[config.mk]
export PLATFORM = sky130hd
export DESIGN_NAME = instr_fetch
export DESIGN_NICKNAME = d
export VERILOG_FILES = /design/src/rtl/instr_fetch.sv
export SDC_FILE = /design/constraint.sdc
export NUM_CORES = 1
export LEC_CHECK = 0
export ABC_AREA = 1
export CAP_MARGIN = 20
export CELL_PAD_IN_SITES_DETAIL_PLACEMENT = 1
export CELL_PAD_IN_SITES_GLOBAL_PLACEMENT = 1
export CORE_MARGIN = 2
export CORE_UTILIZATION = 36
export CTS_BUF_LIST = sky130_fd_sc_hd__clkbuf_2
export DETAILED_ROUTE_END_ITERATION = 6
export PLACE_DENSITY_LB_ADDON = 0.08
export REMOVE_ABC_BUFFERS = 1
export SYNTH_ARGS = -nofsm -noshare
export SYNTH_HDL_FRONTEND = slang
export SYNTH_SLANG_ARGS = --single-unit
[constraint.sdc]
create_clock -name clock -period 2.5 [get_ports clock]
set_input_delay 0.375 -clock clock [delete_from_list [all_inputs] [get_ports clock]]
set_output_delay 0.375 -clock clock [all_outputs]
set_load 0.05 [all_outputs]
[src/rtl/instr_fetch.sv]
// ---------------------------------------------------------------------------
// instr_fetch
// Instruction fetch unit. It issues one read at a time to instruction memory
// and queues the returned words in a 2-entry buffer. The decode stage drains
// that buffer through ir/ir_pc. A taken branch (redirect) flushes the buffer
// and restarts fetching at the new address. If a read is still in flight
// when the redirect arrives, that read is finished and its data discarded.
//
// Ports
//   clock        sole clock, all state updates on the rising edge
//   reset        synchronous, active-high
//   im_read      instruction-memory read request
//   im_addr      instruction-memory byte address (held until im_ready)
//   im_ready     read data valid this cycle, completes the request
//   im_rdata     instruction word returned by memory
//   redirect     branch/jump taken: flush and refetch
//   redirect_pc  new fetch address (bits [1:0] ignored)
//   stall        decode stage not accepting this cycle
//   ir_valid     ir/ir_pc hold a valid instruction
//   ir, ir_pc    instruction at the buffer head and its address
//   opcode, sub_op_*  decoded fields of ir
// ---------------------------------------------------------------------------
module instr_fetch #(
    parameter logic [31:0] RESET_PC = 32'h0000_0000
) (
    input  logic        clock,
    input  logic        reset,
    output logic        im_read,
    output logic [31:0] im_addr,
    input  logic        im_ready,
    input  logic [31:0] im_rdata,
    input  logic        redirect,
    input  logic [31:0] redirect_pc,
    input  logic        stall,
    output logic        ir_valid,
    output logic [31:0] ir,
    output logic [31:0] ir_pc,
    output logic [5:0]  opcode,
    output logic [4:0]  sub_op_base,
    output logic [7:0]  sub_op_ls,
    output logic        sub_op_j,
    output logic [4:0]  sub_op_jr
);

    typedef enum logic [1:0] {IDLE, FETCH, HOLD, DRAIN} state_t;

    state_t      state_reg, state_next;
    logic [31:0] fetch_pc_reg, fetch_pc_next;
    logic [31:0] drain_addr_reg, drain_addr_next;   // address of the read being drained
    logic [1:0]  count_reg, count_next;
    logic        wr_ptr_reg, wr_ptr_next;
    logic        rd_ptr_reg, rd_ptr_next;

    logic [31:0] pc_mem   [2];
    logic [31:0] data_mem [2];

    logic [31:0] redirect_pc_aligned;
    logic        push;
    logic        pop;

    assign redirect_pc_aligned = {redirect_pc[31:2], 2'b00};

    // A redirect flushes the buffer. A response that lands in the same cycle
    // is not stored, and a head that leaves in the same cycle is not a pop.
    assign push = (state_reg == FETCH) && im_ready && !redirect;
    assign pop  = (count_reg != 2'd0) && !stall && !redirect;

    // -----------------------------------------------------------------------
    // State register
    // -----------------------------------------------------------------------
    always_ff @(posedge clock) begin
        if (reset) begin
            state_reg      <= IDLE;
            fetch_pc_reg   <= RESET_PC;
            drain_addr_reg <= RESET_PC;
            count_reg      <= 2'd0;
            wr_ptr_reg     <= 1'b0;
            rd_ptr_reg     <= 1'b0;
        end else begin
            state_reg      <= state_next;
            fetch_pc_reg   <= fetch_pc_next;
            drain_addr_reg <= drain_addr_next;
            count_reg      <= count_next;
            wr_ptr_reg     <= wr_ptr_next;
            rd_ptr_reg     <= rd_ptr_next;
        end
    end

    // -----------------------------------------------------------------------
    // Buffer storage: one register pair per entry, written at the write pointer
    // -----------------------------------------------------------------------
    generate
        for (genvar gi = 0; gi < 2; gi++) begin : g_entry
            always_ff @(posedge clock) begin
                if (reset) begin
                    pc_mem[gi]   <= 32'h0;
                    data_mem[gi] <= 32'h0;
                end else if (push && (wr_ptr_reg == 1'(gi))) begin
                    pc_mem[gi]   <= fetch_pc_reg;
                    data_mem[gi] <= im_rdata;
                end
            end
        end
    endgenerate

    // -----------------------------------------------------------------------
    // Next-state logic
    // -----------------------------------------------------------------------
    always_comb begin
        state_next      = state_reg;
        fetch_pc_next   = fetch_pc_reg;
        drain_addr_next = drain_addr_reg;
        count_next      = count_reg + {1'b0, push} - {1'b0, pop};
        wr_ptr_next     = wr_ptr_reg ^ push;
        rd_ptr_next     = rd_ptr_reg ^ pop;

        if (redirect) begin
            count_next    = 2'd0;
            wr_ptr_next   = 1'b0;
            rd_ptr_next   = 1'b0;
            fetch_pc_next = redirect_pc_aligned;
        end

        case (state_reg)
            IDLE: begin
                state_next = FETCH;
            end
            FETCH: begin
                if (redirect) begin
                    // An accepted response is dropped on the spot. An
                    // outstanding one must still be waited out at its old address.
                    drain_addr_next = fetch_pc_reg;
                    state_next      = im_ready ? FETCH : DRAIN;
                end else if (im_ready) begin
                    fetch_pc_next = fetch_pc_reg + 32'd4;
                    if (count_next == 2'd2) begin
                        state_next = HOLD;
                    end
                end
            end
            HOLD: begin
                if (redirect || (count_next != 2'd2)) begin
                    state_next = FETCH;
                end
            end
            DRAIN: begin
                // A redirect here has already overwritten fetch_pc; the last one wins.
                if (im_ready) begin
                    state_next = FETCH;
                end
            end
            default: begin
                state_next = IDLE;
            end
        endcase
    end

    // -----------------------------------------------------------------------
    // Outputs. Gating on reset keeps them at their reset values during the
    // first reset cycle, before the registers have been cleared.
    // -----------------------------------------------------------------------
    always_comb begin
        im_read  = 1'b0;
        im_addr  = RESET_PC;
        ir_valid = 1'b0;
        ir       = 32'h0;
        ir_pc    = 32'h0;
        if (!reset) begin
            im_read  = (state_reg == FETCH) || (state_reg == DRAIN);
            im_addr  = (state_reg == DRAIN) ? drain_addr_reg : fetch_pc_reg;
            ir_valid = (count_reg != 2'd0);
            ir       = data_mem[rd_ptr_reg];
            ir_pc    = pc_mem[rd_ptr_reg];
        end
    end

    assign opcode      = ir[30:25];
    assign sub_op_base = ir[4:0];
    assign sub_op_ls   = ir[7:0];
    assign sub_op_j    = ir[24];
    assign sub_op_jr   = ir[4:0];

endmodule

==> reports/qor.csv <==
stage,metric,value,unit
finish,share of layout cells above drive strength 1,20.33,%
floorplanning,overall die area,28550,sq um
timing,max-slew violations,0,
timing,worst-margin pin slew,0.6193,ns
finish,Top Registers,"data_mem (64), pc_mem (64)",
yosys,post-synth cell types,32,
finish,multi-input combinational cell area,3877,sq um
floorplanning,Starting Density,36.55,%
flow_run,max-cap violation count,0,
worst_setup_path,Crit Path Category,reg -> out,
yosys,largest cells by area after synthesis,"edfxtp_1 (39%), dfxtp_1 (14%), nor2_1 (11%)",
worst_setup_path,CP Data Required Time,2.12,ns
placement,dpl cells,1693,
yosys,Yosys reg bits,198,
route,post-route ant nets,0,
floorplanning,core area,26800,sq um
worst_setup_path,Worst Path Arrival,2.09,ns
worst_setup_path,Critical Path End Type,output port,
yosys,post-synth top area cell,edfxtp_1,
placement,PortBufs,189,
clocking,CTS Buffer Depth,2,
worst_setup_path,critical-path maximum fanout,12,
yosys,"FFs w/ async S/R, synth",0,%
timing,post-route setup slack,0.03535,ns
clocking,CTS tree,yes,
clocking,worst skew pair latency,0.82,ns
worst_setup_path,crit start category,register,
timing,Final min period,2.465,ns
global_route,vias in the first global route,9039,
route,Remaining DRCs,0,
finish,Seq. cell area,5256,sq um
floorplanning,die extent in x,169.0,microns
power_and_ir_drop,Leak,0.005607,uW
yosys,mean area per synthesized cell,8.017,sq um
timing,Final TNS setup,0,ns
route,first drt pass iteration count,5,
timing,FMAX,0.4057,GHz
clocking,clk slew on worst S/H paths,0.33,ns
finish,Syn-to-layout area delta,40.08,%
timing,Worst Skew,0.05835,ns
power_and_ir_drop,P per Cell Area,523.0,nW/um^2
finish,fillers,3124,
clocking,clk sink count,198,
yosys,Post-synth EDFFs,128,
global_route,largest net degree at the start of global routing,68,
placement,Setup Slack @ Placement,-0.05114,ns
placement,hpwl dp,20380,microns
global_route,GRT Resource Usage Total,22.06,%
yosys,"Cell Area, Synth",9797,sq um
clocking,clk root buf,clkbuf_2,
run_status,status,completed,
floorplanning,# IOs,192,
route,Starting DRT DRC Count,567,
yosys,Yosys top cell area share,39.23,%
finish,fin cells,1750,
finish,layout net count,1468,
yosys,Post-synth top flop,edfxtp_1,
timing,final-report hold violation count,0,
global_route,first-pass GRT wire length,48970,microns
yosys,Cells after Synth,1222,
finish,Final Util,51.20,%
clocking,CTS Buf Count,17,
global_route,initial antenna violation count,1,
placement,GP Congestion,0.8656,
worst_setup_path,Slowest Stage Delay on Critical Path,0.51,ns
clocking,H-Tree Level Count,4,
floorplanning,Die Y-Extent,169.0,microns
route,WL/cell,18.50,microns
timing,RSZ-0062 raised after global routing,true,
floorplanning,number of core rows,60,
worst_setup_path,Buf/Inv on CP,3,
timing,fin crit share,98.59,%
timing,Setup-failing EPs final,0,
worst_setup_path,CP cell instances,"buf_12, clkbuf_16, o21ai_0, nor2_1, buf_6",
global_route,GRT overflow,0,
route,Post-Route WL,32380,microns
route,DR vias,8967,
worst_setup_path,Crit path max-delay family,flip-flops,
timing,Min Hold Slack,0.1030,ns
yosys,sequential area share after synthesis,53.54,%
yosys,synth warn,0,
hold_path,path type of the worst min-delay path,in -> reg,
power_and_ir_drop,VDD IR-drop max,230.4,uV
worst_setup_path,CP max stage cell,dfxtp_4,
route,mean number of vias per cell,5.124,
timing,Relative slew margins,58.71,%
path summary, 6_finish.rpt:
kind / from / endpoint / slack, ns / cells past startpoint
worst max-delay path: rd_ptr_reg$_SDFF_PP0_ / ir_pc[17] / 0.04 / 5
worst min-delay path: redirect_pc[3] / fetch_pc_reg[3]$_SDFF_PP0_ / 0.10 / 3
worst max register to register: state_reg[0]$_SDFFE_PP0P_ / drain_addr_reg[0]$_SDFFE_PP0P_ / 0.16 / 8
worst min register to register: drain_addr_reg[19]$_SDFFE_PP0P_ / drain_addr_reg[19]$_SDFFE_PP0P_ / 0.48 / 2
where the power goes:
part           leakage [uW]  switching (uW)  internal (uW)
combinational       0.00355            1060            674
sequential          0.00191            95.7           3640
clock              0.000148            1350            359
total               0.00561            2510           4670
synthesized netlist by cell type, drive strengths merged, types with 3 or more instances:
cell and number:
o211ai 3, nor2 302, o21ai 148, nand3 61, inv 116, nor3 17, edfxtp 128, xor2 6
nand4 4, a21oi 95, dfxtp 70, buf 39, clkbuf 58, nand2 161, ha 5, a31oi 3
metrics by stage:
step	cell area, sq um	power, uW
after floorplan	9305	4573
after global placement	12630	5362
after detailed placement	12630	5385
after CTS	13220	7112
after global routing	13720	7462
final	13720	7177
tightest hold or removal path, cell delays in order:
cell and delay, ns:
clkdlybuf4s50_1 0.40, nand2_1 0.07, a311oi_1 0.08
routing by layer:
metal	track usage (%)	vias to the layer above	wire length, microns
met5	0	-	0
met4	5.285	0	402
met3	2.806	31	1164
met2	37.70	184	15770
met1	29.83	4425	15050
li1	-	4327	-
layout make-up:
class	instances	share of cell area, %
inverter	117	3.255
clock inverter	14	1.276
tap	341	3.109
antenna	2	0.03647
timing repair buffer	250	25.11
sequential	198	38.30
multi-input combinational	810	28.25
clock buffer	18	0.6565
cells by family after synthesis:
kind of cell,share of synthesized area [%]
AND/OR/NAND/NOR,22.77
AO/OA/AOI/OAI,13.01
buffers and inverters,9.502
flip-flops,53.54
XOR/XNOR,0.5364
adder cells (fa/ha/maj),0.6386
cells in the final DEF (no fill, tap or decap), drive strengths merged:
| cell type | n |
|---|---|
| nor2 | 302 |
| buf | 176 |
| nand2 | 162 |
| o21ai | 148 |
| edfxtp | 128 |
| inv | 123 |
| a21oi | 95 |
| dfxtp | 70 |
| clkdlybuf4s50 | 64 |
| nand3 | 61 |
| clkbuf | 25 |
| nor3 | 17 |
| xor2 | 6 |
| clkinv | 6 |
| ha | 5 |
| nand4 | 4 |
| o211ai | 3 |
| a31oi | 3 |
| dlygate4sd3 | 3 |
| diode | 2 |
| or2 | 2 |
| a311oi | 2 |
| clkinvlp | 2 |
repair_timing:
action                                  CTS  global route
hold endpoints to repair                 15             0
resized for setup                        60            85
gates cloned                              2             8
endpoints found under the setup margin  117            93
pin swaps                                 2             5
hold buffers                              3             0
buffers inserted                          8             2
Note: power is estimated with default switching activity, not from simulation.
